--- config.mk ---
export PLATFORM = sky130hd
export DESIGN_NAME = pipeline_sequencer
export DESIGN_NICKNAME = d
export VERILOG_FILES = /design/src/rtl/pipeline_sequencer.sv
export SDC_FILE = /design/constraint.sdc
export NUM_CORES = 1
export LEC_CHECK = 0
export ABC_AREA = 1
export ABC_CLOCK_PERIOD_IN_PS = 2000
export CAP_MARGIN = 20
export CORE_MARGIN = 5
export CORE_UTILIZATION = 43
export CTS_CLUSTER_DIAMETER = 60
export DETAILED_ROUTE_END_ITERATION = 10
export MAX_ROUTING_LAYER = met4
export PLACE_DENSITY = 0.91
export SLEW_MARGIN = 30
export SYNTH_ARGS = -nofsm -noshare
export SYNTH_HDL_FRONTEND = slang
export SYNTH_SLANG_ARGS = --single-unit
export TNS_END_PERCENT = 50
--- constraint.sdc ---
create_clock -name clk -period 2 [get_ports clk]
set_input_delay 0.4 -clock clk [delete_from_list [all_inputs] [get_ports clk]]
set_output_delay 0.4 -clock clk [all_outputs]
set_load 0.01 [all_outputs]
--- src/rtl/pipeline_sequencer.sv ---
// pipeline_sequencer
// Front-end sequencer for the 8-bit pipeline. It decodes the opcode leaving
// program memory together with the execute-stage branch outcome, and produces
// the freeze (stall), fetch-gate (stall_pm), squash (flush) and halted
// controls for the PC logic and the IF/ID register.
//
// All four outputs are registered Moore outputs decoded from the next state,
// so they change exactly on the edge that enters a state and carry no
// combinational path from ins_pm, branch_taken or resume.

module pipeline_sequencer #(
  parameter int             OPW          = 5,
  parameter logic [OPW-1:0] LOAD_OP      = 5'b10100,
  parameter logic [OPW-1:0] JUMP_OP      = 5'b10001,
  parameter logic [OPW-1:0] HALT_OP      = 5'b11110,
  parameter int             LOAD_STALL   = 1,  // load bubble cycles, 1..3
  parameter int             JUMP_BUBBLES = 2   // flush cycles, 1..3
) (
  input  logic        clk,
  input  logic        reset,
  input  logic [19:0] ins_pm,
  input  logic        branch_taken,
  input  logic        resume,
  output logic        stall,
  output logic        stall_pm,
  output logic        flush,
  output logic        halted
);

  typedef enum logic [1:0] {
    RUN       = 2'd0,
    LD_STALL  = 2'd1,
    JMP_FLUSH = 2'd2,
    HALT      = 2'd3
  } state_t;

  // Counter reload values: the counter runs down to zero, so an N-cycle
  // window is loaded with N-1.
  localparam logic [1:0] LOAD_RELOAD = 2'(LOAD_STALL - 1);
  localparam logic [1:0] JMP_RELOAD  = 2'(JUMP_BUBBLES - 1);

  state_t         state, state_nxt;
  logic [1:0]     cnt, cnt_nxt;
  logic           skip, skip_nxt;
  logic [OPW-1:0] opcode;

  assign opcode = ins_pm[19:20-OPW];

  // The operand field never influences sequencing.
  logic unused_operand;
  assign unused_operand = ^ins_pm[19-OPW:0];

  // Next-state, counter and skip-flag decode.
  always_comb begin
    // NOTE: every signal gets a default before the case so that no path
    // leaves it unassigned; a missing default here would infer a latch.
    state_nxt = state;
    cnt_nxt   = cnt;
    skip_nxt  = skip;

    case (state)
      RUN: begin
        // skip only guards the single decode right after a freeze; it is
        // consumed on every RUN edge whatever is decoded.
        skip_nxt = 1'b0;
        if (branch_taken) begin
          state_nxt = JMP_FLUSH;
          cnt_nxt   = JMP_RELOAD;
        end else if (opcode == HALT_OP && !skip) begin
          state_nxt = HALT;
        end else if (opcode == JUMP_OP) begin
          state_nxt = JMP_FLUSH;
          cnt_nxt   = JMP_RELOAD;
        end else if (opcode == LOAD_OP && !skip) begin
          state_nxt = LD_STALL;
          cnt_nxt   = LOAD_RELOAD;
        end
      end

      LD_STALL: begin
        if (branch_taken) begin
          state_nxt = JMP_FLUSH;
          cnt_nxt   = JMP_RELOAD;
        end else if (cnt == 2'd0) begin
          // The load is still sitting on ins_pm; do not decode it again.
          state_nxt = RUN;
          skip_nxt  = 1'b1;
        end else begin
          cnt_nxt = cnt - 2'd1;
        end
      end

      JMP_FLUSH: begin
        if (branch_taken) begin
          // A new taken branch restarts the flush window from this pulse.
          cnt_nxt = JMP_RELOAD;
        end else if (cnt == 2'd0) begin
          state_nxt = RUN;
          skip_nxt  = 1'b0;
        end else begin
          cnt_nxt = cnt - 2'd1;
        end
      end

      HALT: begin
        // branch_taken and ins_pm are ignored; resume wins over a branch.
        if (resume) begin
          state_nxt = RUN;
          skip_nxt  = 1'b1;
        end
      end

      default: begin
        state_nxt = RUN;
      end
    endcase
  end

  // State registers and Moore outputs decoded from the next state.
  always_ff @(posedge clk or posedge reset) begin
    if (reset) begin
      state    <= RUN;
      cnt      <= 2'd0;
      skip     <= 1'b0;
      stall    <= 1'b0;
      stall_pm <= 1'b0;
      flush    <= 1'b0;
      halted   <= 1'b0;
    end else begin
      // NOTE: non-blocking assignments keep every register sampling the
      // pre-edge values; blocking ones here would create order-dependent
      // simulation and mismatch the synthesized flops.
      state    <= state_nxt;
      cnt      <= cnt_nxt;
      skip     <= skip_nxt;
      stall    <= (state_nxt == LD_STALL) || (state_nxt == HALT);
      stall_pm <= (state_nxt != RUN);
      flush    <= (state_nxt == JMP_FLUSH);
      halted   <= (state_nxt == HALT);
    end
  end

endmodule

### Yosys cells after proc, flatten, opt, wreduce, memory -nomap -nowiden

Cells that the tools add are included.

| word-level totals | value |
|---|---|
| output and inout port bits | 4 |
| register bits | 9 |
| input port bits | 24 |
| logic and storage cells | 58 |

| operators by class | value |
|---|---|
| eq/ne operators | 17 |
| add/sub/neg operators | 1 |
| reductions and logical operators | 11 |
| multiplexer cells | 22 |

Operator list:

| kind | count |
|---|---|
| two-way mux 2 bit | 14 |
| == test 5 bit, second input constant | 3 |
| inequality test 2 bit, second input constant | 5 |
| == test 2 bit, second input constant | 4 |
| case mux 2 bit (4 select lines) | 1 |
| inequality test 3 bit, second input constant | 2 |
| two-way mux 1 bit | 5 |
| AND reduction 5 bit | 1 |
| == test 2 x 1 -> 1 bit, second input constant | 2 |
| logical NOT 2 bit | 2 |
| inequality test 4 bit, second input constant | 1 |
| case mux 1 bit (4 select lines) | 1 |
| case mux 2 bit (2 select lines) | 1 |
| AND reduction 4 bit | 1 |
| nonzero test 2 bit | 2 |
| logical AND 1 bit | 2 |
| OR reduction 2 bit | 1 |
| subtractor 2 x 1 -> 2 bit, second input constant | 1 |
| logical NOT 1 bit | 1 |
| logical OR 1 bit | 1 |

### Logic depth before layout (Yosys ltp)

Gate-level depths: netlist (run 1).

| logic depth | value |
|---|---|
| depth in word-level cells | 9 |
| depth in mapped cells | 9 |
| gate-level depth less buffers | 9 |

### Worst setup path after synthesis (run 1)

No wires, ideal clock.

| timing path | value |
|---|---|
| path kind | reg-to-reg |
| start | register cnt[0] |
| end | register stall_pm |
| setup time | 0.119 ns |
| arrival time | 1.147 ns |
| cell stages (with the launch flop) | 10 |
| clock period less this slack | 1.266 ns |
| data required time | 1.881 ns |
| buffers on the path | 0 |
| setup slack | 0.734 ns |
| cell sequence | dfrtp_1 -> inv_1 -> ha_1 -> inv_1 -> o21ai_1 -> nand3_1 -> nand2_1 -> nand2_2 -> nand2_4 -> nand2_1 |

| on the way | value |
|---|---|
| cells in the longest elaborated chain, start to end | 5 |
| elaborated cells between the ends (all ways) | 6 |
| those cells by class | mux: 4; reduce/logical: 2 |

Ends and longest elaborated chain:

| item | line | RTL |
|---|---|---|
| start, declared | 43 | `logic [1:0] cnt, cnt_nxt;` |
| start signal, assigned | 134 | `cnt <= cnt_nxt;` |
| logical NOT 2 bit * | 84, 97 |  |
| two-way mux 2 bit * | 84, 97 |  |
| two-way mux 2 bit (on tied branches) | 94, 81 |  |
| case mux 2 bit (4 select lines) * | 61 | `case (state)` |
| nonzero test 2 bit * | 137 | `stall_pm <= (state_nxt != RUN);` |
| end signal, assigned | 137 |  |
| end, declared | 25 | `output logic stall_pm,` |

Mark *: on every way between the ends. The rest lies on a longest branch, timed or not.
A chain may end at the register's enable or synchronous reset.

### Worst setup path after layout (run 1)

| timing path | value |
|---|---|
| start | register halted |
| end | output port halted |

RTL lines:

| item | line | RTL |
|---|---|---|
| start, declared | 27 | `output logic halted` |
| start signal, assigned | 139 | `halted <= (state_nxt == HALT);` |

No word-level cell between the ends.

==> results of run 1 <==
-- worst max-delay path by stage --
stage	startpoint	to	slack, ps	cells after the start
floorplan	cnt[0]$_DFFE_PP0P_	stall_pm$_DFF_PP0_	730	9
global placement	branch_taken	stall_pm$_DFF_PP0_	340	8
detailed placement	ins_pm[17]	cnt[0]$_DFFE_PP0P_	300	8
CTS	halted$_DFF_PP0_	halted	460	1
global route	halted$_DFF_PP0_	halted	440	1
finish	halted$_DFF_PP0_	halted	480	1
-- state kept, by name, summed over array words and instances (netlist names) --
| register | count |
|---|---|
| state | 2 |
| flush | 1 |
| stall_pm | 1 |
| halted | 1 |
| stall | 1 |
| cnt | 2 |
| skip | 1 |
-- cells by family (layout without fill, tap and decap cells) --
group                    Yosys count  after routing  share of synthesized area (%)
AND/OR/NAND/NOR                   48             48                           35.8
adder cells (fa/ha/maj)            5              5                           10.0
flip-flops                         9              9                           36.0
buffers and inverters             15             31                           9.00
AO/OA/AOI/OAI                      9              9                           9.20
-- layout make-up --
class                   instances  area, sq um  share of cell area, %
flip-flops and latches          9          225                   28.4
inverters                      15         56.3                   7.11
clock inverters                 1         5.00                  0.632
clock buffers                   3         22.5                   2.84
well taps                      15         18.8                   2.37
multi-input cells              62          344                   43.4
repair buffers                 12          120                   15.2
-- metal layers --
| metal | part of all wire (%) | vias to the layer above | track usage (%) | wire length (um) |
|---|---|---|---|---|
| li1 | - | 301 | - | - |
| met1 | 41 | 264 | 14.2 | 546 |
| met2 | 51 | 16 | 22.7 | 667 |
| met3 | 7.4 | 2 | 5.54 | 97 |
| met4 | 0.46 | 0 | 3.23 | 6 |
| met5 | 0 | - | - | 0 |
-- through the flow --
| stage | instances | instance area, sq um | hold slack (ps) | utilization (%) |
|---|---|---|---|---|
| finish | 117 | 792 | 382 | 59.4 |
| detailed placement | 113 | 764 | 459 | 57.3 |
| global route | 117 | 792 | 409 | 59.4 |
| CTS | 117 | 792 | 394 | 59.4 |
| floorplan | 86 | 626 | 228 | - |
| global placement | 113 | 764 | 466 | 57.3 |
-- power by group through the flow --
| stage | Clock (mW) | Combinational [mW] | Sequential, mW |
|---|---|---|---|
| after CTS | 0.141 | 0.685 | 0.317 |
| after detailed placement | 0 | 0.681 | 0.320 |
| after global routing | 0.153 | 0.761 | 0.327 |
| after floorplan | 0 | 0.480 | 0.326 |
| after global placement | 0 | 0.642 | 0.315 |
| final | 0.139 | 0.683 | 0.316 |
-- synth_stat cells --
library cell,instances
nand2_1,21
inv_1,14
nand3_1,10
dfrtp_1,9
nor2_1,9
ha_1,5
nand2_2,3
nor2_2,3
o21ai_0,3
a21oi_2,2
o21bai_1,2
a21oi_1,1
inv_2,1
nand2_4,1
nand4_2,1
o21ai_1,1
-- layout by cell type (no fill, tap or decap), drive strengths merged --
cell,instances
o21bai,2
nand2,25
dfrtp,9
clkdlybuf4s50,12
ha,5
nor2,12
inv,15
clkinv,1
a21oi,3
o21ai,4
nand4,1
nand3,10
clkbuf,3
==> impl_results.md, run 1 <==
- CTS tree: built
- Core box area: 0.00133 sq mm
- P_leak: 0.415 nW
- Synth area leaders: dfrtp_1 36%, nand2_1 13%, ha_1 10%, inv_1 8.4%, nand3_1 8.0%
- Final wirelength: 1320 um
- Critical-path maximum fanout: 1
- Number of port buffers: 12
- Switch share: 45.5%
- First DRT Iteration DRCs: 5
- Min Tclk post-route: 1520 ps
- WP data arrival: 1120 ps
- Vias: 583
- Slew Viols, Final: 0
- Initial antenna violation count: 0
- Post-CTS Setup Inserts: 0
- Cts bufs inserted: 3
- TNS Setup: 0 ps
- Latest clock arrival within the worst-skew pair: 260 ps
- DP HPWL: 1110 um
- Synth top area share: 36.0%
- Synth Cell Area: 626 sq um
- Via density: 4.98
- Initial Utilization: 46.9%
- Grt total ovfl: 0
- Area Overhead vs Synth: 26.6%
- Final hold viol count: 0
- Die extent in y: 48.1 um
- Hold crit path type: in2async
- Syn Nets: 115
- H-tree levels: 1
- Crit path max-delay family: buffers and inverters
- Yosys top cell by area: dfrtp_1
- # IOs: 28
- Root Buffer: clkbuf_4
- Fmax: 659 MHz
- CP cell instances: clkdlybuf4s50_1
- Post-synthesis sequential area ratio: 36.0%
- Clock skew: 7.84 ps
- CTS Sinks: 9
- PwrDens: 1440 mW/mm^2
- Cell Int Power: 620 uW
- Gate Count Post-Synth: 86
- Worst setup slack after layout: 482 ps
- Synthesized flop and latch total: 9
- Post-CTS Resized: 0
- Post-CTS Hold Fix Bufs: 0
- Worst endpoint required time: 1600 ps
- Number of global-route vias before repair: 527
- Die ar.: 0.00232 sq mm
- Largest stage delay on the critical path: 530 ps
- CP Launch Type: flip-flop
- Final setup fails: 0
- GRT Total Usage: 13.3%
- Slowest stage cell, crit path: clkdlybuf4s50_1
- Logic pwr share: 60.0%
- Place WS: 303 ps
- Nets: 132
- Max cap viols: 0
- Clock-pin slew on the worst setup and hold paths: 70 ps
- Reg-to-Reg End: stall_pm$_DFF_PP0_
- First-pass GRT wire length: 2020 um
- Flop2flop setup slack: 560 ps
- Cell Rows: 13
- RSZ-0062 raised after global routing: false
- Pwr Total: 1.14 mW
- DRC: 0
- Buffers & Inverters on Critical Path: 1
- Worst R2R Start: cnt[0]$_DFFE_PP0P_
- Inserted Diodes: 0
- Mapped Avg Cell Area: 7.27 sq um
- Status: finished clean
- Post-route ant nets: 0
- Placer Congestion: 0.811
- Clk buf depth: 2
- Psw: 518 uW
- DRT Pass-1 Iters: 4
- Worst Setup Path Type: reg2out
- Largest net degree at the start of global routing: 10
- CP endpoint kind: primary output
- Sequential power share: 27.8%
- Syn. warnings: 0
- Worst slew pin tran: 330 ps
- Clock power share: 12.2%
- Drt wl/cell: 11.3 um
- Max transition margin: 78.0%
- Netlist cell types: 16
- Die width: 48.1 um
- Fin crit share: 75.9%
- Share of layout cells above drive strength 1: 14.7%
- R2R depth: 9
- Max VDD drop: 0.000754 V
- # fillers: 131
Note: power is estimated with default switching activity, not from simulation.
==> inputs of run 2 (changes only) <==
Settings changed: ABC_CLOCK_PERIOD_IN_PS 2000 to 1500, CORE_UTILIZATION 43 to 40, PLACE_DENSITY 0.91 to 0.86.
Clock period 2 ns to 1.5 ns, I/O delays scaled along.
==> impl_results.md, run 2 (synthesis results as in run 1) <==
- CTS tree: built
- Final wirelength: 1300 um
- # IOs: 28
- Number of global-route vias before repair: 555
- Cts bufs inserted: 3
- DRC: 0
- CP Launch Type: flip-flop
- H-tree levels: 1
- Via density: 5.06
- Psw: 679 uW
- Drt wl/cell: 10.9 um
- Worst slew pin tran: 321 ps
- Worst Setup Path Type: reg2out
- Die ar.: 0.00245 sq mm
- Pwr Total: 1.52 mW
- Share of layout cells above drive strength 1: 16.5%
- GR peak layer: met2
- Crit path max-delay family: buffers and inverters
- Status: finished clean
- CP Launch Point: halted$_DFF_PP0_
- CP endpoint kind: primary output
- Placer Congestion: 0.767
- Area Overhead vs Synth: 28.4%
- Cell Rows: 14
- Sequential power share: 27.8%
- Clock-pin slew on the worst setup and hold paths: 60 ps
- Final setup fails: 0
- Inserted Diodes: 0
- Fin crit share: 94.5%
- First-pass GRT wire length: 2290 um
- Core box area: 0.00149 sq mm
- PwrDens: 1890 mW/mm^2
- Max VDD drop: 0.000806 V
- # fillers: 137
- Buffers & Inverters on Critical Path: 1
- Most frequent cells in the layout: 21 x nand2_1, 13 x inv_1, 12 x clkdlybuf4s50_1
- Post-route ant nets: 0
- Clock power share: 12.3%
- DRT Pass-1 Iters: 4
- Fmax: 706 MHz
- Worst R2R Start: cnt[0]$_DFFE_PP0P_
- Number of port buffers: 12
- Latest clock arrival within the worst-skew pair: 260 ps
- Clk buf depth: 2
- Nets: 133
- Final hold viol count: 0
- Area occupied by multi-input gates: 348 sq um
- Largest stage delay on the critical path: 540 ps
- P_leak: 0.417 nW
- Placed Instances: 115
- Cell Int Power: 841 uW
- Top flop regs: cnt: 2 flops, state: 2 flops
- WP data arrival: 1120 ps
- Met2 Use GR: 20.1%
- Slew Viols, Final: 0
- Logic pwr share: 59.9%
- Worst endpoint required time: 1200 ps
- Initial antenna violation count: 0
- Most common cell after layout, fill and taps aside: nand2_1
- M3 GR Usage: 5.42%
- Initial Utilization: 42.0%
- Grt total ovfl: 0
- Post-CTS Setup Inserts: 0
- M1 GR Usage: 13.0%
- DP HPWL: 1090 um
- Root Buffer: clkbuf_4
- CP cell instances: clkdlybuf4s50_1
- Clock skew: 2.62 ps
- Post-CTS Resized: 0
- Min Tclk post-route: 1420 ps
- Largest net degree at the start of global routing: 10
- RSZ-0062 raised after global routing: false
- GRT Total Usage: 12.0%
- Max transition margin: 78.6%
- Switch share: 44.7%
- Vias: 602
- Finished Layout Cells: 119
- Register Area: 225 sq um
- Die width: 49.5 um
- Die extent in y: 49.5 um
- Hold crit path type: in2async
- CTS Sinks: 9
- Post-CTS Hold Fix Bufs: 0
- First DRT Iteration DRCs: 11
- Critical-path maximum fanout: 1
- Slowest stage cell, crit path: clkdlybuf4s50_1
- Max cap viols: 0
-- run 2: cell count changes in the layout (fill, tap and decap cells not counted) --
cell      change
inv_1         -1
o21ai_1       -1
buf_4         +1
inv_2         +1
o21ai_2       +1
clkinv_2      -1
clkbuf_1      +1
-- run 2: cell type report --
cell class,instances,share of cell area [%]
clock buffers,4,3.27
inverters,15,7.01
multi-input cells,62,43.3
flip-flops and latches,9,28.0
well taps,16,2.49
repair buffers,13,15.9
-- run 2: path summary, 6_finish.rpt --
kind,slack (ps),cells after the start,end
worst max register to register,110,9,stall_pm$_DFF_PP0_
worst min-delay path,280,2,halted$_DFF_PP0_
min in group clk,480,2,cnt[0]$_DFFE_PP0P_
max in group asynchronous,980,2,state[0]$_DFF_PP0_
worst max-delay path,80,1,halted
worst min register to register,480,2,cnt[0]$_DFFE_PP0P_
-- run 2: per-layer routing --
metal | vias up | wire length [um]
met3 | 2 | 99
met4 | 0 | 11
li1 | 303 | -
met2 | 17 | 635
met5 | - | 0
met1 | 280 | 556
-- run 2: metrics by stage --
step           setup WS (ps)  instance area, sq um  hold slack (ps)  util (%)  setup TNS, ps
4_1_cts                 66.9                   800              289      53.7              0
6_report                83.1                   803              284      53.9              0
5_1_grt                 4.36                   803              320      53.9              0
3_3_place_gp           -10.6                   773              463      51.9          -14.5
2_1_floorplan            234                   626              128         -              0
3_5_place_dp           -66.0                   773              470      51.9           -323
-- run 2: power groups by stage --
| stage | registers, mW | clock network, mW | logic (mW) |
|---|---|---|---|
| after global routing | 0.433 | 0.204 | 1.04 |
| after floorplan | 0.434 | 0 | 0.641 |
| final | 0.422 | 0.187 | 0.911 |
| after global placement | 0.419 | 0 | 0.860 |
| after detailed placement | 0.424 | 0 | 0.901 |
| after CTS | 0.419 | 0.192 | 0.906 |
